--- src/rtl/ss_display_ctrl_pkg.sv ---
// Shared constants for the multiplexed seven-segment display controller.
// Provides mode encodings, the hex glyph table and the blank/all-on patterns.
// Segment patterns are {dp,g,f,e,d,c,b,a}, active-low.
package ss_display_pkg;

   localparam logic [1:0] MODE_HEX   = 2'd0;
   localparam logic [1:0] MODE_BLANK = 2'd1;
   localparam logic [1:0] MODE_TEST  = 2'd2;

   localparam logic [7:0] SEG_BLANK = 8'hFF;
   localparam logic [7:0] SEG_ALL   = 8'h00;

   // Hex glyphs 0..F, dp segment off.
   localparam logic [7:0] SEG_GLYPH [0:15] = '{
      8'hC0, 8'hF9, 8'hA4, 8'hB0, 8'h99, 8'h92, 8'h82, 8'hF8,
      8'h80, 8'h90, 8'h88, 8'h83, 8'hC6, 8'hA1, 8'h86, 8'h8E
   };

endpackage

--- src/rtl/ss_display_ctrl_if.sv ---
// Bus between the CSR wiring and the display controller / board pins.
// Ports: value/dp/load/mode/lzb_en/brightness inputs toward the controller,
//        ss_anodes/ss_segments/pending/frame_tick outputs from it.
interface ss_display_ctrl_if #(
   parameter int NUM_DIGITS   = 4,
   parameter int BRIGHT_WIDTH = 4
);
   logic [4*NUM_DIGITS-1:0] value_i;
   logic [NUM_DIGITS-1:0]   dp_i;
   logic                    load_i;
   logic [1:0]              mode_i;
   logic                    lzb_en_i;
   logic [BRIGHT_WIDTH-1:0] brightness_i;
   logic [NUM_DIGITS-1:0]   ss_anodes_o;
   logic [7:0]              ss_segments_o;
   logic                    pending_o;
   logic                    frame_tick_o;

   modport master (
      output value_i, dp_i, load_i, mode_i, lzb_en_i, brightness_i,
      input  ss_anodes_o, ss_segments_o, pending_o, frame_tick_o
   );

   modport slave (
      input  value_i, dp_i, load_i, mode_i, lzb_en_i, brightness_i,
      output ss_anodes_o, ss_segments_o, pending_o, frame_tick_o
   );
endinterface

--- src/rtl/ss_display_ctrl_glyph_decoder.sv ---
// Combinational nibble + dp + blank -> active-low segment pattern.
// Ports: nibble_i (hex digit), dp_i (decimal point), blank_i (force all off),
//        seg_o ({dp,g,f,e,d,c,b,a}, active-low).
module ss_glyph_decoder (
   input  logic [3:0] nibble_i,
   input  logic       dp_i,
   input  logic       blank_i,
   output logic [7:0] seg_o
);
   import ss_display_pkg::*;

   always_comb begin
      seg_o = SEG_BLANK;
      if (!blank_i) begin
         seg_o = SEG_GLYPH[nibble_i];
         if (dp_i) seg_o[7] = 1'b0;
      end
   end
endmodule

--- src/rtl/ss_display_ctrl.sv ---
// Multiplexed seven-segment scanner with frame-aligned double buffer, PWM brightness,
// leading-zero blanking and blank/test modes. Pins are registered (1 cycle after counters).
// Ports: clk_i, rst_i (async, active-high), bus (slave side of ss_display_ctrl_if).
module ss_display_ctrl #(
   parameter int NUM_DIGITS   = 4,
   parameter int REFRESH_DIV  = 50000,
   parameter int BRIGHT_WIDTH = 4
) (
   input  logic              clk_i,
   input  logic              rst_i,
   ss_display_ctrl_if.slave  bus
);
   import ss_display_pkg::*;

   localparam int PW = $clog2(REFRESH_DIV);
   localparam int DW = $clog2(NUM_DIGITS);
   localparam logic [PW-1:0] PRESC_LAST = PW'(REFRESH_DIV - 1);
   localparam logic [DW-1:0] DIGIT_LAST = DW'(NUM_DIGITS - 1);

   logic [PW-1:0]           presc_q, presc_d;
   logic [DW-1:0]           digit_q, digit_d;
   logic [BRIGHT_WIDTH-1:0] pwm_q, pwm_d;
   logic [4*NUM_DIGITS-1:0] pend_val_q, pend_val_d, disp_val_q, disp_val_d;
   logic [NUM_DIGITS-1:0]   pend_dp_q, pend_dp_d, disp_dp_q, disp_dp_d;
   logic                    pending_q, pending_d;
   logic                    tick_q, tick_d;
   logic [NUM_DIGITS-1:0]   anodes_q, anodes_d;
   logic [7:0]              segs_q, segs_d;

   logic                    slot_end, frame_end;
   logic [NUM_DIGITS-1:0]   blank_mask;
   logic                    lead_zero;
   logic [7:0]              glyph;
   logic                    pwm_on;

   // Counters and double buffer.
   always_comb begin
      slot_end   = (presc_q == PRESC_LAST);
      frame_end  = slot_end && (digit_q == DIGIT_LAST);
      presc_d    = slot_end ? '0 : presc_q + 1'b1;
      digit_d    = digit_q;
      if (slot_end) digit_d = (digit_q == DIGIT_LAST) ? '0 : digit_q + 1'b1;
      pwm_d      = pwm_q + 1'b1;
      disp_val_d = disp_val_q;
      disp_dp_d  = disp_dp_q;
      pend_val_d = pend_val_q;
      pend_dp_d  = pend_dp_q;
      pending_d  = pending_q;
      tick_d     = frame_end;
      // The boundary transfers what was already pending; a load in the same
      // cycle refills pending and keeps the flag up for the next frame.
      if (frame_end && pending_q) begin
         disp_val_d = pend_val_q;
         disp_dp_d  = pend_dp_q;
      end
      if (frame_end) pending_d = 1'b0;
      if (bus.load_i) begin
         pend_val_d = bus.value_i;
         pend_dp_d  = bus.dp_i;
         pending_d  = 1'b1;
      end
   end

   // Leading zeros: walk from the top digit down until a non-zero nibble.
   always_comb begin
      blank_mask = '0;
      lead_zero  = 1'b1;
      for (int k = NUM_DIGITS - 1; k >= 1; k--) begin
         lead_zero     = lead_zero && (disp_val_q[4*k +: 4] == 4'h0);
         blank_mask[k] = bus.lzb_en_i && lead_zero;
      end
   end

   ss_glyph_decoder u_dec (
      .nibble_i (disp_val_q[{digit_q, 2'b00} +: 4]),
      .dp_i     (disp_dp_q[digit_q]),
      .blank_i  (blank_mask[digit_q]),
      .seg_o    (glyph)
   );

   // Output pins; prescaler 0 is a dark gap so the previous digit never ghosts.
   always_comb begin
      pwm_on   = (pwm_q < bus.brightness_i) || (&bus.brightness_i);
      anodes_d = '1;
      segs_d   = SEG_BLANK;
      case (bus.mode_i)
         MODE_HEX:  segs_d = glyph;
         MODE_TEST: segs_d = SEG_ALL;
         default:   segs_d = SEG_BLANK;
      endcase
      if ((bus.mode_i == MODE_HEX || bus.mode_i == MODE_TEST) &&
          (presc_q != '0) && pwm_on)
         anodes_d[digit_q] = 1'b0;
   end

   always_ff @(posedge clk_i or posedge rst_i) begin
      if (rst_i) begin
         presc_q    <= '0;
         digit_q    <= '0;
         pwm_q      <= '0;
         pend_val_q <= '0;
         pend_dp_q  <= '0;
         disp_val_q <= '0;
         disp_dp_q  <= '0;
         pending_q  <= 1'b0;
         tick_q     <= 1'b0;
         anodes_q   <= '1;
         segs_q     <= SEG_BLANK;
      end else begin
         presc_q    <= presc_d;
         digit_q    <= digit_d;
         pwm_q      <= pwm_d;
         pend_val_q <= pend_val_d;
         pend_dp_q  <= pend_dp_d;
         disp_val_q <= disp_val_d;
         disp_dp_q  <= disp_dp_d;
         pending_q  <= pending_d;
         tick_q     <= tick_d;
         anodes_q   <= anodes_d;
         segs_q     <= segs_d;
      end
   end

   assign bus.ss_anodes_o   = anodes_q;
   assign bus.ss_segments_o = segs_q;
   assign bus.pending_o     = pending_q;
   assign bus.frame_tick_o  = tick_q;
endmodule
--- src/flat_wrapper.sv ---
// flat-port wrapper written by rule: the top's interface ports become plain ports
module ss_display_ctrl_flat import ss_display_pkg::*;
#(
   parameter int NUM_DIGITS   = 4,
   parameter int REFRESH_DIV  = 50000,
   parameter int BRIGHT_WIDTH = 4
)
  (clk_i, rst_i, bus_value_i, bus_dp_i, bus_load_i, bus_mode_i, bus_lzb_en_i, bus_brightness_i, bus_ss_anodes_o, bus_ss_segments_o, bus_pending_o, bus_frame_tick_o);
  ss_display_ctrl_if #(.NUM_DIGITS(NUM_DIGITS), .BRIGHT_WIDTH(BRIGHT_WIDTH)) bus_i ();
  input  logic clk_i;
  input  logic rst_i;
  input wire logic [$bits(bus_i.value_i)-1:0] bus_value_i;
  input wire logic [$bits(bus_i.dp_i)-1:0] bus_dp_i;
  input wire logic [$bits(bus_i.load_i)-1:0] bus_load_i;
  input wire logic [$bits(bus_i.mode_i)-1:0] bus_mode_i;
  input wire logic [$bits(bus_i.lzb_en_i)-1:0] bus_lzb_en_i;
  input wire logic [$bits(bus_i.brightness_i)-1:0] bus_brightness_i;
  output wire logic [$bits(bus_i.ss_anodes_o)-1:0] bus_ss_anodes_o;
  output wire logic [$bits(bus_i.ss_segments_o)-1:0] bus_ss_segments_o;
  output wire logic [$bits(bus_i.pending_o)-1:0] bus_pending_o;
  output wire logic [$bits(bus_i.frame_tick_o)-1:0] bus_frame_tick_o;
  assign bus_i.value_i = bus_value_i;
  assign bus_i.dp_i = bus_dp_i;
  assign bus_i.load_i = bus_load_i;
  assign bus_i.mode_i = bus_mode_i;
  assign bus_i.lzb_en_i = bus_lzb_en_i;
  assign bus_i.brightness_i = bus_brightness_i;
  assign bus_ss_anodes_o = bus_i.ss_anodes_o;
  assign bus_ss_segments_o = bus_i.ss_segments_o;
  assign bus_pending_o = bus_i.pending_o;
  assign bus_frame_tick_o = bus_i.frame_tick_o;
  ss_display_ctrl #(.NUM_DIGITS(NUM_DIGITS), .REFRESH_DIV(REFRESH_DIV), .BRIGHT_WIDTH(BRIGHT_WIDTH)) u_core (.clk_i(clk_i), .rst_i(rst_i), .bus(bus_i));
endmodule
--- config.mk ---
export PLATFORM = sky130hd
export DESIGN_NAME = ss_display_ctrl_flat
export DESIGN_NICKNAME = d
export VERILOG_FILES = /design/src/rtl/ss_display_ctrl_pkg.sv /design/src/rtl/ss_display_ctrl_if.sv /design/src/rtl/ss_display_ctrl_glyph_decoder.sv /design/src/rtl/ss_display_ctrl.sv /design/src/flat_wrapper.sv
export SDC_FILE = /design/constraint.sdc
export NUM_CORES = 1
export LEC_CHECK = 0
export BUFFER_PORTS_ARGS = -buffer_cell sky130_fd_sc_hd__buf_2
export CAP_MARGIN = 30
export CORE_ASPECT_RATIO = 0.8
export CORE_MARGIN = 5
export CORE_UTILIZATION = 30
export CTS_CLUSTER_SIZE = 24
export DETAILED_ROUTE_END_ITERATION = 6
export PLACE_DENSITY = 0.54
export SLEW_MARGIN = 20
export SYNTH_ARGS = -nofsm -noshare
export SYNTH_HDL_FRONTEND = slang
export SYNTH_SLANG_ARGS = --single-unit
--- constraint.sdc ---
create_clock -name clk_i -period 5.59 [get_ports clk_i]
set_input_delay 1.3975 -clock clk_i [delete_from_list [all_inputs] [get_ports clk_i]]
set_output_delay 1.3975 -clock clk_i [all_outputs]
set_load 0.01 [all_outputs]
---- Word-level counts from Yosys, hierarchy flattened ----
Memories as Yosys holds them, arrays and structs flattened.
Cells that the tools add are included.
W data, S select, Z words.
cells by class
  add/sub/neg operators ................... 3
  order comparisons ....................... 4
  equal/unequal tests ..................... 3
  shift-type cells ........................ 1
  muxes and demuxes ....................... 16
  bitwise operators ....................... 2
  reductions and logical operators ........ 19
operators with widths
  cell                     number
  $mux W8                  3
  $add A16 B1 Y16 const B  1
  $eq A16 B16 Y1 const B   1
  $mux W16                 1
  $pmux W8 S2              1
  $reduce_bool A16 Y1      1
  $shiftx A16 B5 Y4        1
  $logic_not A4 Y1         3
  $logic_and A1 B1 Y1      10
  $mux W1                  6
  $ge A5 B5 Y1 const B     1
  $not A4 Y5               1
  $add A4 B1 Y4 const B    1
  $bmux W1 S2              2
  $eq A2 B2 Y1 const B     2
  $lt A4 B4 Y1             1
  $mux W4                  1
  $not A4 Y4               1
  $reduce_and A4 Y1        1
  $lt A2 B3 Y1 const B     1
  $add A2 B1 Y2 const B    1
  $demux W1 S2             1
  $ge A2 B1 Y1 const B     1
  $logic_not A2 Y1         1
  3 further kinds          4
word-level totals
  register bits after elaboration ......... 76
  ROM bits ................................ 128
  output and inout port bits .............. 14
  memories ................................ 1
memory list
  memory           words  width  read ports  clocked after memory_dff  wr ports  RTL line                             text
  (no name shown)  16     8      1           0                         0         ss_display_ctrl_glyph_decoder.sv:15  seg_o = SEG_GLYPH[nibble_i];

---- Longest topological paths before layout ----
Gate-level depths: netlist of run 1.
  word-level depth ........................ 8
  mapped depth ............................ 8

---- Modules after synthesis ----
From an unflattened synthesis of run 1, not the netlist that was laid out.
unflattened totals
  cells, all modules ...................... 274
  area, all modules ....................... 3573.4 µm²
by module, submodules not included
  module            times used  cells each  area each (µm²)  seq. area each (µm²)
  ss_display_ctrl   1           238         3274.4           1916.8
  ss_glyph_decoder  1           36          299.0            0.0

---- Worst setup path before layout of run 1 ----
No wires, ideal clock.
  path type ............................... input-to-reg
  from .................................... in bus_brightness_i[1]
  to ...................................... reg u_core.anodes_q[0] (netlist: u_core.bus.ss_anodes_o[0])
  library setup time ...................... 0.098 ns
  data arrival time ....................... 2.347 ns
  required time ........................... 5.492 ns
  setup slack ............................. 3.146 ns
  cell stages on the path ................. 6
  path buffers ............................ 0
  path through ............................ inv_1 > ha_1 > a21o_1 > a21o_1 > a21oi_1 > o211ai_1
between the ends
  longest elaborated chain between the ends .. 4
  elaborated cells on any way between the ends .. 5
  those cells by class .................... order compare: 1; mux: 1; reduce/logical: 3
ends and longest elaborated chain
  item                                                      RTL line                text
  from (decl)                                               flat_wrapper.sv:17      input wire logic [$bits(bus_i.brightness_i)-1:0] bus_brightness_i;
  $lt A4 B4 Y1 / $reduce_and A4 Y1 (equally long branches)  ss_display_ctrl.sv:83   pwm_on = (pwm_q < bus.brightness_i) || (&bus.brightness_i);
  $logic_or A1 B1 Y1 *                                      ss_display_ctrl.sv:83
  $logic_and A1 B1 Y1 *                                     ss_display_ctrl.sv:92   (presc_q != '0) && pwm_on)
  $mux W4 *                                                 ss_display_ctrl.sv:91   if ((bus.mode_i == MODE_HEX || bus.mode_i == MODE_TEST) &&
  named net u_core.anodes_d[0]                              ss_display_ctrl.sv:27   logic [NUM_DIGITS-1:0] anodes_q, anodes_d;
  to (signal assigned)                                      ss_display_ctrl.sv:119  anodes_q <= anodes_d;
  to (decl)                                                 ss_display_ctrl.sv:27
The timed path passes the listed nets; every way through them passes the cells marked *.
A chain may end at the register's enable or synchronous reset.

---- Final worst setup path of run 1 ----
  from .................................... reg u_core.presc_q[4]
  to ...................................... reg u_core.disp_val_q[3]
between the ends
  longest elaborated chain between the ends .. 3
ends and longest elaborated chain
  item                    RTL line                text
  from (decl)             ss_display_ctrl.sv:20   logic [PW-1:0] presc_q, presc_d;
  from (signal assigned)  ss_display_ctrl.sv:110  presc_q <= presc_d;
  $eq A16 B16 Y1          ss_display_ctrl.sv:38   slot_end = (presc_q == PRESC_LAST);
  $logic_and A1 B1 Y1     ss_display_ctrl.sv:39   frame_end = slot_end && (digit_q == DIGIT_LAST);
  $logic_and A1 B1 Y1     ss_display_ctrl.sv:52   if (frame_end && pending_q) begin
  to (signal assigned)    ss_display_ctrl.sv:115  disp_val_q <= disp_val_d;
  to (decl)               ss_display_ctrl.sv:23   logic [4*NUM_DIGITS-1:0] pend_val_q, pend_val_d, disp_val_q, disp_val_d;
Every way passes these cells.

==> results of run 1 <==
==> final timing paths <==
path / startpoint / endpoint / slack (ns) / depth (start not counted)
max in group asynchronous: rst_i / u_core.pwm_q[1] / 3.55 / 3
min reg2reg: u_core.pwm_q[3] / u_core.pwm_q[3] / 0.48 / 1
min in group asynchronous: rst_i / u_core.pend_val_q[1] / 0.99 / 2
max reg2reg: u_core.presc_q[4] / u_core.disp_val_q[3] / 2.68 / 5
min: u_core.pwm_q[3] / u_core.pwm_q[3] / 0.48 / 1
max: u_core.presc_q[4] / u_core.disp_val_q[3] / 2.68 / 5
==> per-layer routing <==
metal / routed length, um / track usage, %
met5: 0 / 0
met4: 125 / 4.58
met3: 461 / 3.75
met2: 2910 / 14.4
met1: 3680 / 15.1
==> Yosys cell counts (all sizes together), types with 4 or more instances <==
| cell type | count | area (sq um) |
|---|---|---|
| a21oi | 9 | 45.0 |
| a31oi | 4 | 25.0 |
| buf | 5 | 37.5 |
| clkbuf | 5 | 18.8 |
| dfrtp | 64 | 1600 |
| dfstp | 12 | 315 |
| ha | 16 | 200 |
| inv | 13 | 48.8 |
| mux2 | 45 | 582 |
| mux2i | 9 | 93.8 |
| mux4 | 4 | 90.1 |
| nand2 | 13 | 51.3 |
| nand3 | 10 | 55.1 |
| nor2 | 14 | 52.6 |
| nor3 | 5 | 25.0 |
| nor4 | 7 | 73.8 |
| o211ai | 4 | 30.0 |
| o21ai | 4 | 20.0 |
| xnor2 | 12 | 105 |
| xor2 | 6 | 52.6 |
==> worst reg2reg max path, stage by stage (launching register included) <==
cell and delay, ns:
dfrtp_1 0.43, nor3_1 0.33, nand2_2 0.13, nor4_4 0.68, nand3_2 0.70, mux2_4 0.52
==> area by class of cell <==
| class | count | area, sq um |
|---|---|---|
| timing repair buffer | 45 | 230 |
| inverter | 13 | 48.8 |
| multi-input combinational | 187 | 1690 |
| fill | 1173 | 7790 |
| clock buffer | 12 | 246 |
| sequential | 76 | 1920 |
| tap | 152 | 190 |
| clock inverter | 4 | 48.8 |
==> metrics by stage <==
step	area, sq um	util (%)	hold slack, ns	total power, uW	setup WS (ns)
2_1_floorplan	3710	-	0.434	622	2.27
3_5_place_dp	4070	33.4	0.470	648	2.62
4_1_cts	4360	35.9	0.481	1230	2.62
6_report	4370	35.9	0.475	1210	2.68
3_3_place_gp	4070	33.4	0.468	646	2.69
5_1_grt	4370	35.9	0.510	1260	2.44
==> registers in the layout, indices dropped and copies added, names as in the netlist <==
| name | count |
|---|---|
| u_core.disp_val_q | 16 |
| u_core.pend_val_q | 16 |
| u_core.presc_q | 16 |
| u_core.bus.ss_segments_o | 8 |
| u_core.bus.ss_anodes_o | 4 |
| u_core.disp_dp_q | 4 |
| u_core.pend_dp_q | 4 |
| u_core.pwm_q | 4 |
| u_core.digit_q | 2 |
| u_core.bus.frame_tick_o | 1 |
| u_core.bus.pending_o | 1 |
==> kinds of logic (layout without fill, tap and decap cells) <==
family	Yosys count	count (layout)	synth area share (%)
flops	76	76	51.7
simple gates	63	63	9.51
mux	58	58	20.6
compound gates	32	32	5.70
buf+inv	23	74	2.83
xor+xnor	18	18	4.25
fa+ha+maj	16	16	5.40
==> power by group through the flow <==
stage	combinational [uW]	sequential, uW	clock (uW)
floorplan	32.0	590	0
global placement	55.4	591	0
detailed placement	56.7	591	0
CTS	56.8	582	593
global route	62.3	583	615
finish	54.5	581	573
==> results_dict.tcl, run 1 <==
set metrics [dict create \
    outcome "finished, final reports clean" \
    yosys_warnings 0 \
    numCtsBuffers 9 \
    crit_arrival_ns 3.13 \
    layout.nets 378 \
    finalCritPeriodShare_pct 52.1 \
    dieArea_sq_mm 0.0147 \
    place.gp.congestion 0.848 \
    cpPeakStageDelay_ns 0.70 \
    syn_area_per_cell_sq_um 13.0 \
    dieHeight_um 109 \
    crit_path_cell_trace "nor3_1 > nand2_2 > nor4_4 > nand3_2 > mux2_4" \
    port_buffers 43 \
    critical_path.endpoint_type "flop" \
    antenna_found_initial 0 \
    dr.pass1.iters 4 \
    synth_seq_cells 76 \
    fmax_mhz 343 \
    seqPwrFrac_pct 48.1 \
    p_leak_uw 0.00206 \
    skew_ns 0.00512 \
    grt_pass1_wl_mm 12.1 \
    path_clk_slew_ns 0.06 \
    fp.coreArea_sq_mm 0.0122 \
    cts_resized 0 \
    layoutNonFillerInstCount 489 \
    grt_remaining_overflow 0 \
    first_global_vias 2322 \
    drive_above_1_share_pct 37.7 \
    ant_nets 0 \
    die_w_um 134 \
    maxCapViolations 0 \
    async_flop_share_pct 100 \
    grt_usage_pct 10.6 \
    power.internal_uw 955 \
    switching_share_pct 21.0 \
    routed_wl_mm 7.18 \
    diodes 0 \
    power.density_mw_per_mm2 277 \
    fin_crit_ns 2.91 \
    ctsRootBufferMaster "clkbuf_16" \
    drc_errors 0 \
    path_delay_family "simple AND/OR/NAND/NOR gates" \
    crit_path_start_kind "flop" \
    start_util_pct 30.5 \
    area_delta_synth_final_pct 17.8 \
    cts_max_path_buffers 2 \
    hold_path.class "flop to flop" \
    layout_common_cells "dfrtp_1, buf_2, mux2_2" \
    cts_setup_buffers 0 \
    path_class "flop to flop" \
    synth_edf_count 0 \
    htreeDepth 3 \
    tightestPinTransition_ns 0.774 \
    ys_types 42 \
    yosys_most_used_dff "dfrtp_1" \
    relSlewSlack_pct 48.4 \
    tns_ns 0 \
    switching_power_uw 254 \
    tritoncts "yes" \
    mostFrequentLayoutCell "dfrtp_1" \
    power_frac_comb_pct 4.5 \
    fp-row-count 36 \
    critPathSlowestCell "nand3_2" \
    first_iter_violations 138 \
    syn_area_sq_mm 0.00371 \
    hold_violations 0 \
    grt_max_degree 65 \
    cts.sinks 76 \
    cts_hold_buf 0 \
    syn-num-nets 332 \
    pwr-share-clk_pct 47.4 \
    setup_violations 0 \
    ios 44 \
    path_max_fanout 20 \
    rsz0062_at_grt "no" \
    crit_buf_inv 0 \
    irDropWorstVdd_mv 0.144 \
    avgViaCountPerCell 4.62 \
    wire_per_inst_um 14.7 \
    dr_total_vias 2258 \
    ys_seq_area_share_pct 51.7 \
    dp_cells 472 \
    required_ns 5.80 \
    clk_latency_ns 0.34 \
    dp.final_hpwl_mm 5.24 \
    syn_inst 286 \
    slew_viol_final 0 \
]
Note: power is estimated with default switching activity, not from simulation.
==> inputs of run 2 (changes only) <==
PLACE_DENSITY = 0.55   (was 0.54)
clock period = 2.62 ns   (was 5.59 ns; I/O delays follow)
==> run 2 against run 1 <==
Effect of this change: setup slack lost 2.3 ns; final cell count grew 0.82%; non-clock buffer count grew 4; final area grew 1.2%; global-route usage grew 0.14 points; flip-flop and latch count is the same; combinational power grew 120%; maximum frequency grew 33%; clock-buffer cell count is the same; register-to-register slack lost 2.3 ns; hold slack lost 0.048 ns; clock skew is essentially flat; highest routed layer unchanged.
==> results_dict.tcl, run 2 (same netlist as run 1, synthesis figures left out) <==
set metrics [dict create \
    die_w_um 134 \
    drive_above_1_share_pct 38.7 \
    dp.final_hpwl_mm 5.40 \
    cts_resized 0 \
    route.met2.wl_mm 2.89 \
    rsz0062_at_grt "no" \
    clk_latency_ns 0.33 \
    finalCritPeriodShare_pct 83.8 \
    switching_power_uw 534 \
    dieArea_sq_mm 0.0147 \
    grt_usage_pct 10.7 \
    hold_path.class "primary input to asynchronous set/reset pin" \
    routed_wl_mm 7.36 \
    critPathSlowestCell "dfrtp_1" \
    place.gp.congestion 0.780 \
    first_iter_violations 122 \
    grt_pass1_wl_mm 12.3 \
    required_ns 2.88 \
    nFillCells 1192 \
    reg2reg_setup_slack_ns 0.42 \
    area_delta_synth_final_pct 19.2 \
    cts_hold_buf 0 \
    total_power_uw 2600 \
    switching_share_pct 20.5 \
    layoutNonFillerInstCount 493 \
    layout_common_cells "dfrtp_1, buf_2, mux2_2" \
    slew_viol_final 0 \
    dr.pass1.iters 4 \
    r2r-start "u_core.digit_q[1]" \
    irDropWorstVdd_mv 0.328 \
    grt_remaining_overflow 0 \
    p_leak_uw 0.00209 \
    power_frac_comb_pct 4.6 \
    drc_errors 0 \
    crit_buf_inv 1 \
    fmax_mhz 455 \
    path_clk_slew_ns 0.06 \
    mostFrequentLayoutCell "dfrtp_1" \
    reg2reg_to "u_core.bus.ss_segments_o[0]" \
    top_layer_used "met4" \
    port_buffers 43 \
    path_delay_family "flip-flops" \
    reg_top3 "u_core.disp_val_q (16), u_core.pend_val_q (16), u_core.presc_q (16)" \
    tns_ns 0 \
    seqPwrFrac_pct 47.7 \
    fp.coreArea_sq_mm 0.0122 \
    ctsRootBufferMaster "clkbuf_16" \
    start_util_pct 30.5 \
    critical_path.endpoint_type "flop" \
    setup_violations 0 \
    first_global_vias 2267 \
    cts_max_path_buffers 2 \
    wire_per_inst_um 14.9 \
    critical_path_depth 7 \
    crit_path_start_kind "flop" \
    tritoncts "yes" \
    grt_max_degree 37 \
    htreeDepth 3 \
    endpoint "u_core.bus.ss_segments_o[0]" \
    met3_length_um 432 \
    path_class "flop to flop" \
    ios 44 \
    outcome "finished, final reports clean" \
    cts_setup_buffers 0 \
    numCtsBuffers 9 \
    diodes 0 \
    crit_top_cell "a21oi_1" \
    dr_total_vias 2281 \
    skew_ns 0.00492 \
    met1_length_mm 3.92 \
    avgViaCountPerCell 4.63 \
    crit_path_cell_trace "mux4_2 > inv_1 > ha_1 > mux2i_1 > a21oi_1 > o32ai_1 > a21oi_1" \
    hold_violations 0 \
    antenna_found_initial 0 \
    power.internal_uw 2070 \
    setup.worst_path.start "u_core.digit_q[1]" \
    maxCapViolations 0 \
    relSlewSlack_pct 55.1 \
    cpPeakStageDelay_ns 0.65 \
    layout.nets 382 \
    power.density_mw_per_mm2 588 \
    fp-row-count 36 \
    ant_nets 0 \
    crit_arrival_ns 2.45 \
    path_max_fanout 14 \
    cts.sinks 76 \
    fin_crit_ns 2.20 \
    dp_cells 477 \
    r2r.worst_path.cells 7 \
    dieHeight_um 109 \
    tightestPinTransition_ns 0.673 \
    pwr-share-clk_pct 47.7 \
]
==> run 2: changes by cell type in the layout (fill, tap and decap cells not counted), sizes merged <==
| cell | delta |
|---|---|
| clkinv | -1 |
| clkinvlp | +1 |
| clkbuf | -1 |
| buf | +5 |
==> run 2: layer usage <==
layer / track usage (%) / vias up
met4: 3.92 / 0
met3: 3.93 / 7
li1: - / 1123
met2: 14.0 / 65
met1: 16.0 / 1086
met5: 0 / -
==> run 2: stage by stage <==
stage	util [%]	worst slack (ns)	cell area, sq um	hold WS, ns
global placement	33.8	0.481	4120	0.465
CTS	36.3	0.440	4420	0.451
global route	36.3	0.287	4420	0.503
finish	36.3	0.423	4420	0.427
floorplan	-	0.0465	3710	0.434
detailed placement	33.8	0.469	4120	0.471
==> run 2: area by class of cell <==
class | count | area [sq um] | area share [%]
well taps | 152 | 190 | 4.30
repair buffers | 49 | 273 | 6.17
inverters | 13 | 48.8 | 1.10
clock buffers | 12 | 256 | 5.80
multi-input cells | 187 | 1690 | 38.2
flip-flops and latches | 76 | 1920 | 43.4
clock inverters | 4 | 47.5 | 1.08
==> run 2: how the worst min path moves through the flow <==
stage	start	to	slack [ns]
detailed placement	u_core.pwm_q[3]	u_core.pwm_q[3]	0.47
floorplan	u_core.pwm_q[0]	u_core.pwm_q[0]	0.43
finish	rst_i	u_core.pend_dp_q[2]	0.43
global placement	u_core.pwm_q[0]	u_core.pwm_q[0]	0.46
global route	u_core.pwm_q[3]	u_core.pwm_q[3]	0.50
CTS	rst_i	u_core.pend_dp_q[2]	0.45
==> run 2: power by group through the flow <==
stage | clock, uW | sequential, uW | combinational, uW
6_report | 1240 | 1240 | 120
5_1_grt | 1320 | 1250 | 136
4_1_cts | 1280 | 1240 | 124
3_5_place_dp | 0 | 1260 | 124
3_3_place_gp | 0 | 1260 | 122
2_1_floorplan | 0 | 1260 | 68.3
==> inputs of run 3 (changes only) <==
clock period = 1.95 ns   (was 2.62 ns; I/O delays follow)
==> run 3 against run 2 <==
Effect of this change: hold slack got worse by 0.16 ns; non-clock buffer count increased by 21; largest power group is now clock; final cell count increased by 4.3%; clock skew about the same; first-iteration DRC count increased by 84%; maximum frequency increased by 18%; flip-flop and latch count unchanged; via count increased by 5.6%; utilization increased by 2.3 points.
==> results_dict.tcl, run 3 (same netlist as run 1, synthesis figures left out) <==
set metrics [dict create \
    slew_viol_final 0 \
    grt_remaining_overflow 0 \
    hold_violations 0 \
    fin_crit_ns 1.86 \
    diodes 0 \
    ctsRootBufferMaster "clkbuf_16" \
    port_buffers 43 \
    fmax_mhz 538 \
    grt_pass1_wl_mm 12.8 \
    ant_nets 0 \
    layout.nets 403 \
    first_global_vias 2510 \
    drive_above_1_share_pct 45.9 \
    fp.coreArea_sq_mm 0.0122 \
    antenna_found_initial 0 \
    hold_path.class "primary input to asynchronous set/reset pin" \
    power.density_mw_per_mm2 798 \
    placed_area_sq_mm 0.00428 \
    first_iter_violations 225 \
    pwr-share-clk_pct 51.3 \
    grt_usage_pct 11.2 \
    area_delta_synth_final_pct 26.7 \
    irDropWorstVdd_mv 0.443 \
    seqPwrFrac_pct 44.4 \
    cts.sinks 76 \
    path_clk_slew_ns 0.06 \
    path_class "flop to flop" \
    r2r.worst_path.cells 5 \
    start_util_pct 30.5 \
    critical_path.endpoint_type "flop" \
    setup_violations 0 \
    numCtsBuffers 9 \
    tritoncts "yes" \
    power.internal_uw 3000 \
    cts_hold_buf 0 \
    outcome "finished, final reports clean" \
    layout_common_cells "dfrtp_1, buf_2, mux2_2, buf_4, mux2_4" \
    htreeDepth 3 \
    switching_power_uw 749 \
    avgViaCountPerCell 4.69 \
    place.gp.congestion 0.797 \
    drc_errors 0 \
    crit_arrival_ns 2.10 \
    tns_ns 0 \
    fin_area_sq_mm 0.00470 \
    crit_path_start_kind "flop" \
    tightestPinTransition_ns 0.498 \
    required_ns 2.20 \
    dr_total_vias 2409 \
    relSlewSlack_pct 66.5 \
    layoutNonFillerInstCount 514 \
    dp_cells 496 \
    hold_slack_ns 0.265 \
    met2_usage_pct 15.7 \
    switching_share_pct 20.0 \
    nFillCells 1164 \
    wire_per_inst_um 14.8 \
    dieArea_sq_mm 0.0147 \
    reg_top3 "u_core.disp_val_q (16), u_core.pend_val_q (16), u_core.presc_q (16)" \
    p_leak_uw 0.00222 \
    path_max_fanout 7 \
    dieHeight_um 109 \
    finalCritPeriodShare_pct 95.3 \
    mostFrequentLayoutCell "dfrtp_1" \
    cts_max_path_buffers 2 \
    ios 44 \
    die_w_um 134 \
    grtUsageMet3_pct 3.71 \
    clk_latency_ns 0.33 \
    maxCapViolations 0 \
    power_frac_comb_pct 4.3 \
    grt.busiest_layer "met1" \
    skew_ns 0.00530 \
    gr-usage-met1_pct 15.9 \
    fp-row-count 36 \
    dp.final_hpwl_mm 5.48 \
    routed_wl_mm 7.59 \
    dr.pass1.iters 4 \
    grt_max_degree 77 \
]
## run 3: what timing repair did
| action | in CTS | in global routing |
|---|---|---|
| pin swaps | 1 | 3 |
| setup endpoints to repair | 21 | 26 |
| hold endpoints to repair | 0 | 0 |
| resized for setup | 2 | 12 |
| buffers inserted | 1 | 1 |
## run 3: power groups by stage
stage               clock [uW]  combinational (uW)  sequential (uW)
finish                    1920                 162             1670
floorplan                    0                92.1             1690
CTS                       1980                 167             1670
global route              2040                 185             1670
global placement             0                 162             1690
detailed placement           0                 167             1690
## run 3: layout make-up
cell class	instances	area, sq um	area share, %
timing repair buffer	70	443	9.42
multi-input combinational	187	1740	37.1
inverter	13	55.1	1.17
sequential	76	1920	40.8
clock inverter	6	111	2.37
clock buffer	10	239	5.08
tap	152	190	4.05
## run 3: path summary, 6_finish.rpt
check                                   from                     endpoint  slack, ns
max                        u_core.digit_q[0]  u_core.bus.ss_segments_o[0]       0.09
min in group clk_i             bus_mode_i[1]  u_core.bus.ss_segments_o[7]       0.36
min reg2reg                  u_core.pwm_q[0]              u_core.pwm_q[0]       0.48
max in group asynchronous              rst_i  u_core.bus.ss_segments_o[3]       1.34
max reg2reg                u_core.digit_q[0]  u_core.bus.ss_segments_o[0]       0.09
min                                    rst_i      u_core.bus.frame_tick_o       0.27
## run 3: layer usage
metal	vias to the layer above	share of wire (%)
li1	1165	-
met1	1183	52
met2	53	41
met3	8	4.9
met4	0	1.4
met5	-	0
## run 3: stage by stage
stage / util, % / power (uW) / setup WS [ns]
final: 38.7 / 3750 / 0.0925
after global routing: 38.7 / 3900 / -0.00475
after CTS: 38.2 / 3810 / 0.00830
after detailed placement: 35.2 / 1860 / -0.0261
after global placement: 35.2 / 1850 / 0.00854
after floorplan: - / 1780 / 0.0164
## run 3: critical path: stages (launching register included)
cell	delay, ns
dfrtp_2	0.41
mux4_2	0.61
ha_4	0.23
o221a_2	0.29
o32ai_2	0.13
a21oi_1	0.10
